--- config.mk ---
export PLATFORM = sky130hd
export DESIGN_NAME = time_counter_chain
export DESIGN_NICKNAME = d
export VERILOG_FILES = /design/src/rtl/time_counter_chain.sv
export SDC_FILE = /design/constraint.sdc
export NUM_CORES = 1
export LEC_CHECK = 0
export BUFFER_PORTS_ARGS = -buffer_cell sky130_fd_sc_hd__buf_2
export CAP_MARGIN = 20
export CORE_MARGIN = 2
export CORE_UTILIZATION = 63
export DETAILED_ROUTE_END_ITERATION = 16
export PLACE_DENSITY = 0.88
export SETUP_SLACK_MARGIN = 0.5
export SYNTH_ARGS = -nofsm -noshare
export SYNTH_HDL_FRONTEND = slang
export SYNTH_SLANG_ARGS = --single-unit
export TNS_END_PERCENT = 50
--- constraint.sdc ---
create_clock -name clk -period 8.5 [get_ports clk]
set_input_delay 0.425 -clock clk [delete_from_list [all_inputs] [get_ports clk]]
set_output_delay 0.425 -clock clk [all_outputs]
set_load 0.005 [all_outputs]
--- src/rtl/time_counter_chain.sv ---
// rtl/time_counter_chain.sv - msec/sec/min/hour counter cascade with prescaler, run/stop/done FSM, load, set and alarm
//
// Ports:
//   clk, reset          system clock, asynchronous active-high reset
//   i_run_toggle        pulse: IDLE<->RUN, DONE->IDLE
//   i_clear             pulse: fields to INIT_*, prescaler 0, IDLE
//   i_mode              0 = count up, 1 = count down
//   i_stop_at_zero      down-count halts at all-zero (timer mode)
//   i_load, i_load_data pulse + packed {hour[23:19], min[18:13], sec[12:7], msec[6:0]}
//   i_set_inc/dec       pulse: +1/-1 on field i_field_sel (0 msec .. 3 hour), no carry
//   i_alarm_en/time     alarm compare on hour/min/sec
//   o_time              packed current time (registered)
//   o_running           state is RUN
//   o_done/alarm/wrap   one-cycle pulses
module time_counter_chain #(
  parameter int CLK_FREQ  = 100_000_000,
  parameter int TICK_FREQ = 100,
  parameter int MS_MOD    = 100,
  parameter int SEC_MOD   = 60,
  parameter int MIN_MOD   = 60,
  parameter int HOUR_MOD  = 24,
  parameter int INIT_HOUR = 0,
  parameter int INIT_MIN  = 0,
  parameter int INIT_SEC  = 0,
  parameter int INIT_MS   = 0
) (
  input  logic        clk,
  input  logic        reset,
  input  logic        i_run_toggle,
  input  logic        i_clear,
  input  logic        i_mode,
  input  logic        i_stop_at_zero,
  input  logic        i_load,
  input  logic [23:0] i_load_data,
  input  logic        i_set_inc,
  input  logic        i_set_dec,
  input  logic [1:0]  i_field_sel,
  input  logic        i_alarm_en,
  input  logic [23:0] i_alarm_time,
  output logic [23:0] o_time,
  output logic        o_running,
  output logic        o_done,
  output logic        o_alarm,
  output logic        o_wrap
);

  localparam int DIV = CLK_FREQ / TICK_FREQ;
  localparam int PW  = $clog2(DIV);
  localparam logic [PW-1:0] DIV_MAX = PW'(DIV - 1);

  localparam logic [6:0] MS_MAX    = 7'(MS_MOD - 1);
  localparam logic [5:0] SEC_MAX   = 6'(SEC_MOD - 1);
  localparam logic [5:0] MIN_MAX   = 6'(MIN_MOD - 1);
  localparam logic [4:0] HOUR_MAX  = 5'(HOUR_MOD - 1);
  localparam logic [6:0] MS_INIT   = 7'(INIT_MS);
  localparam logic [5:0] SEC_INIT  = 6'(INIT_SEC);
  localparam logic [5:0] MIN_INIT  = 6'(INIT_MIN);
  localparam logic [4:0] HOUR_INIT = 5'(INIT_HOUR);

  typedef enum logic [1:0] {ST_IDLE, ST_RUN, ST_DONE} state_t;

  state_t        state_q, state_d;
  logic [6:0]    ms_q, ms_d;
  logic [5:0]    sec_q, sec_d, min_q, min_d;
  logic [4:0]    hour_q, hour_d;
  logic [PW-1:0] presc_q, presc_d;
  logic          tick_q, tick_d;
  logic          done_q, done_d, alarm_q, alarm_d, wrap_q, wrap_d;

  // Cascade result for a tick in the current direction
  logic [6:0] ms_step;
  logic [5:0] sec_step, min_step;
  logic [4:0] hour_step;
  logic       ms_last, sec_last, min_last, hour_last;
  logic       hour_wrap, step_zero, cur_zero, alarm_hit, timer_mode;

  // msec of the alarm value plays no part in the compare
  logic unused_alarm_ms;
  assign unused_alarm_ms = ^i_alarm_time[6:0];

  // Single-field step with wrap inside [0, max]
  function automatic logic [6:0] wrap_step(input logic [6:0] v, input logic [6:0] max,
                                           input logic dn);
    if (dn) return (v == 7'd0) ? max : v - 7'd1;
    else    return (v == max) ? 7'd0 : v + 7'd1;
  endfunction

  function automatic logic [6:0] clamp(input logic [6:0] v, input logic [6:0] max);
    return (v > max) ? max : v;
  endfunction

  always_comb begin
    timer_mode = i_mode & i_stop_at_zero;
    ms_last    = i_mode ? (ms_q == 7'd0)   : (ms_q == MS_MAX);
    sec_last   = i_mode ? (sec_q == 6'd0)  : (sec_q == SEC_MAX);
    min_last   = i_mode ? (min_q == 6'd0)  : (min_q == MIN_MAX);
    hour_last  = i_mode ? (hour_q == 5'd0) : (hour_q == HOUR_MAX);

    ms_step   = wrap_step(ms_q, MS_MAX, i_mode);
    sec_step  = sec_q;
    min_step  = min_q;
    hour_step = hour_q;
    if (ms_last)
      sec_step = 6'(wrap_step({1'b0, sec_q}, {1'b0, SEC_MAX}, i_mode));
    if (ms_last && sec_last)
      min_step = 6'(wrap_step({1'b0, min_q}, {1'b0, MIN_MAX}, i_mode));
    if (ms_last && sec_last && min_last)
      hour_step = 5'(wrap_step({2'b0, hour_q}, {2'b0, HOUR_MAX}, i_mode));

    hour_wrap = ms_last & sec_last & min_last & hour_last;
    step_zero = ({hour_step, min_step, sec_step, ms_step} == 24'd0);
    cur_zero  = ({hour_q, min_q, sec_q, ms_q} == 24'd0);
    alarm_hit = i_alarm_en && ({hour_step, min_step, sec_step} == i_alarm_time[23:7])
                && (ms_step == 7'd0);
  end

  // Next-state / datapath / pulse outputs
  always_comb begin
    state_d = state_q;
    ms_d    = ms_q;
    sec_d   = sec_q;
    min_d   = min_q;
    hour_d  = hour_q;
    presc_d = presc_q;
    tick_d  = 1'b0;
    done_d  = 1'b0;
    alarm_d = 1'b0;
    wrap_d  = 1'b0;

    if (i_clear) begin
      ms_d    = MS_INIT;
      sec_d   = SEC_INIT;
      min_d   = MIN_INIT;
      hour_d  = HOUR_INIT;
      presc_d = '0;
      state_d = ST_IDLE;
    end else if (i_load) begin
      ms_d    = clamp(i_load_data[6:0], MS_MAX);
      sec_d   = 6'(clamp({1'b0, i_load_data[12:7]}, {1'b0, SEC_MAX}));
      min_d   = 6'(clamp({1'b0, i_load_data[18:13]}, {1'b0, MIN_MAX}));
      hour_d  = 5'(clamp({2'b0, i_load_data[23:19]}, {2'b0, HOUR_MAX}));
      presc_d = '0;
      state_d = ST_IDLE;
    end else begin
      if (i_run_toggle)
        state_d = (state_q == ST_IDLE) ? ST_RUN : ST_IDLE;

      if (state_q == ST_RUN) begin
        presc_d = (presc_q == DIV_MAX) ? '0 : presc_q + PW'(1);
        tick_d  = (presc_q == DIV_MAX);
      end

      // Any set request drops a coincident tick; inc and dec together cancel
      if (i_set_inc || i_set_dec) begin
        if (i_set_inc ^ i_set_dec) begin
          case (i_field_sel)
            2'd0: ms_d   = wrap_step(ms_q, MS_MAX, i_set_dec);
            2'd1: sec_d  = 6'(wrap_step({1'b0, sec_q}, {1'b0, SEC_MAX}, i_set_dec));
            2'd2: min_d  = 6'(wrap_step({1'b0, min_q}, {1'b0, MIN_MAX}, i_set_dec));
            default: hour_d = 5'(wrap_step({2'b0, hour_q}, {2'b0, HOUR_MAX}, i_set_dec));
          endcase
        end
      end else if (tick_q && state_q == ST_RUN) begin
        if (timer_mode && cur_zero) begin
          // Started at zero: finish without wrapping
          state_d = ST_DONE;
          done_d  = 1'b1;
        end else begin
          ms_d    = ms_step;
          sec_d   = sec_step;
          min_d   = min_step;
          hour_d  = hour_step;
          wrap_d  = hour_wrap;
          alarm_d = alarm_hit;
          if (timer_mode && step_zero) begin
            state_d = ST_DONE;
            done_d  = 1'b1;
          end
        end
      end
    end
  end

  always_ff @(posedge clk or posedge reset) begin
    if (reset) begin
      state_q <= ST_IDLE;
      ms_q    <= MS_INIT;
      sec_q   <= SEC_INIT;
      min_q   <= MIN_INIT;
      hour_q  <= HOUR_INIT;
      presc_q <= '0;
      tick_q  <= 1'b0;
      done_q  <= 1'b0;
      alarm_q <= 1'b0;
      wrap_q  <= 1'b0;
    end else begin
      state_q <= state_d;
      ms_q    <= ms_d;
      sec_q   <= sec_d;
      min_q   <= min_d;
      hour_q  <= hour_d;
      presc_q <= presc_d;
      tick_q  <= tick_d;
      done_q  <= done_d;
      alarm_q <= alarm_d;
      wrap_q  <= wrap_d;
    end
  end

  assign o_time    = {hour_q, min_q, sec_q, ms_q};
  assign o_running = (state_q == ST_RUN);
  assign o_done    = done_q;
  assign o_alarm   = alarm_q;
  assign o_wrap    = wrap_q;

endmodule

==> flow_summary.ini <==
[floorplan]
dieArea_um2 = 9134
die_x_um = 95.57
start_util_pct = 64.62
die_height_um = 95.57
coreArea_um2 = 8175
io-pin-count = 88
rows = 33

[placed_design]
placed_area_um2 = 5609
io_buffer_count = 80
place_ws_ps = 4620
hpwl_um = 11440
place.gp.congestion = 0.9718

[final_layout]
nFillCells = 698
multi_input_area_um2 = 3729
area_growth_pct = 8.432
ff_latch_area_um2 = 1251
design_area_um2 = 5728
drive_gt1_share_pct = 15.04
fin_nets = 827
num_antenna_cells = 0

[synthesis]
synth_warnings = 0
synth.distinct_cells = 75
synth_cells = 720
synth_top_family_by_area = simple AND/OR/NAND/NOR gates
postSynth.asyncResetShare_pct = 100.0
synth_ff_type = dfrtp_1
netlist_area_um2 = 5283
synth_fa_ha_area_share_pct = 2.369
synth_compound_area_share_pct = 26.98
ys_seq_area_share_pct = 23.69
synth_top_area_cell = dfrtp_1
synth-edff-count = 0
yosys.area.top_type_share_pct = 23.69
synth-xor-area-share_pct = 8.456
synth.avg_cell_area_um2 = 7.337
synth.area.top_cells = dfrtp_1 24%, a21oi_1 5.7%, nor2_1 5.0%, nand2_1 5.0%, o21ai_0 4.8%
yosys.area_share.simple_pct = 28.87
synth_seq_cells = 50
syn_nets = 790
synth.mux.area_fraction_pct = 3.908

[sta]
finalSetupViolCount = 0
min_period_ps = 4005
drv_slew = 0
finClkSkew_ps = 12.88
hold_viol = 0
worst_pin_slew_ps = 903.5
setup_tns_ps = 0
max-slew-margin-rel_pct = 39.76
fin_crit_sh_pct = 47.12
setup_slack_ps = 4495
fmax_mhz = 249.7
rsz0062_at_grt = no

[hold_path]
hp-class = input port to asynchronous set/reset pin

[global_routing]
track_usage_pct = 35.80
grt_pass1_wl_um = 25760
first_global_vias = 5159
grtUsageMet1_pct = 51.53
met3_usage_pct = 3.320
grt_max_degree = 51
grt-ovfl-total = 0
grt_antenna_before_repair = 0
grt_util_met2_pct = 56.82
grt.busiest_layer = met2

[power_and_ir_drop]
total_power_mw = 0.8328
vdd_ir_drop_max_uv = 120.6
powerDensity_nw_per_um2 = 145.4
total_leakage_power_nw = 2.354

[critical_path]
path_max_fanout = 12
end_kind = register
cp_data_required_time_ps = 8710
worst_setup_path_start_kind = register
crit_arrival_ps = 4220
worstSetupPathType = register to register

[clock_network]
htree_levels = 2
clk-insertion-delay-late_ps = 320
cts_tree = built
root_buffer = clkbuf_8
cts_setup_buffers = 0
clockBufferDepth = 2
ctsHoldBuffers = 0
cts.sinks = 50
cts_inserted_buffers = 5
cts_resized = 0
clkTransAtPathRegs_ps = 110

[routing]
drt-total-wl_um = 16220
route.detailed.drc = 0
vias = 5786
drt_iter0_drc = 619
viasPerCell = 6.705
wl_per_cell_um = 18.79
dr.pass1.iters = 7
drtAntennaViolNets = 0

[run]
maxCapViolations = 0

[run_status]
status = complete, no violations
-- cell families after synthesis --
group	Yosys count
buf+inv	77
fa+ha+maj	10
xor+xnor	51
flops	50
compound gates	218
mux	20
simple gates	294
-- registers in the layout, summed over array words and instances (netlist names) --
register	count
ms_q	7
tick_q	1
o_alarm	1
hour_q	5
o_wrap	1
presc_q	20
min_q	6
state_q	2
o_done	1
sec_q	6
-- routing by layer --
metal | wire (µm) | vias to the layer above
met2 | 7565 | 328
li1 | - | 2739
met5 | 0 | -
met1 | 6760 | 2685
met3 | 1521 | 34
met4 | 371 | 0
-- per-stage QoR --
step	std cells	util [%]	hold slack [ps]
final	863	70.06	96.39
after global placement	854	68.61	482.0
after global routing	863	70.06	113.2
after detailed placement	854	68.61	499.4
after CTS	862	69.82	350.9
after floorplan	720	-	436.7
-- layout by cell type, fill, tap and decap left out, drive strengths merged, types with 4 or more instances in the layout --
| master | count |
|---|---|
| nand3 | 37 |
| o2111ai | 4 |
| a21o | 4 |
| mux2i | 15 |
| nor4b | 4 |
| clkbuf | 6 |
| nand3b | 6 |
| a211oi | 10 |
| a31oi | 7 |
| a211o | 4 |
| and3 | 7 |
| nand4 | 8 |
| nor4 | 14 |
| or3 | 10 |
| a21oi | 60 |
| or2 | 5 |
| nand2b | 10 |
| nor2 | 72 |
| dfrtp | 50 |
| nor3b | 5 |
| buf | 81 |
| o22ai | 5 |
| o41ai | 10 |
| o211ai | 17 |
| nand2 | 70 |
| a2111oi | 6 |
| o31ai | 10 |
| inv | 27 |
| ha | 10 |
| xor2 | 24 |
| nor2b | 4 |
| or3b | 5 |
| nor3 | 26 |
| mux2 | 5 |
| o21ai | 52 |
| xnor2 | 27 |
-- synth_stat cells, types with 17 or more instances --
| master | count |
|---|---|
| nor3_1 | 25 |
| nor2_1 | 71 |
| o21ai_0 | 51 |
| o211ai_1 | 17 |
| nand3_1 | 37 |
| inv_1 | 25 |
| xnor2_1 | 27 |
| dfrtp_1 | 50 |
| clkbuf_1 | 40 |
| a21oi_1 | 60 |
| xor2_1 | 24 |
| nand2_1 | 70 |
-- critical path, stage by stage (launching register included) --
cell and delay, ps:
dfrtp_1 490, inv_1 160, ha_1 230, nor3b_2 390, nand3_1 210, nor4_2 510, o21ai_0 140, a21oi_1 750
a21oi_1 410, and4b_1 350, a2111oi_2 260
-- where the power goes --
part | internal, mW | switching, mW
combinational | 0.148 | 0.217
sequential | 0.252 | 0.0568
clock | 0.0673 | 0.0914
-- cell type report --
type	count	area share [%]
multi-input combinational	593	65.09
sequential	50	21.84
timing repair buffer	81	7.339
tap	105	2.294
inverter	26	1.704
clock buffer	6	1.442
clock inverter	2	0.2840
-- worst paths after layout --
check                                          end                    start  slack (ps)  cells after the start
min reg2reg                presc_q[19]$_DFFE_PP0P_  presc_q[19]$_DFFE_PP0P_         510                      1
max in group asynchronous     min_q[2]$_DFFE_PP0P_                    reset        7870                      3
min                           sec_q[0]$_DFFE_PP0P_                    reset         100                      2
min in group clk              sec_q[4]$_DFFE_PP0P_          i_load_data[11]         350                      3
max                           min_q[5]$_DFFE_PP0P_      ms_q[0]$_DFFE_PP0P_        4500                     10
max reg2reg                   min_q[5]$_DFFE_PP0P_      ms_q[0]$_DFFE_PP0P_        4500                     10
No activity file was read; power rests on OpenSTA's default activity.
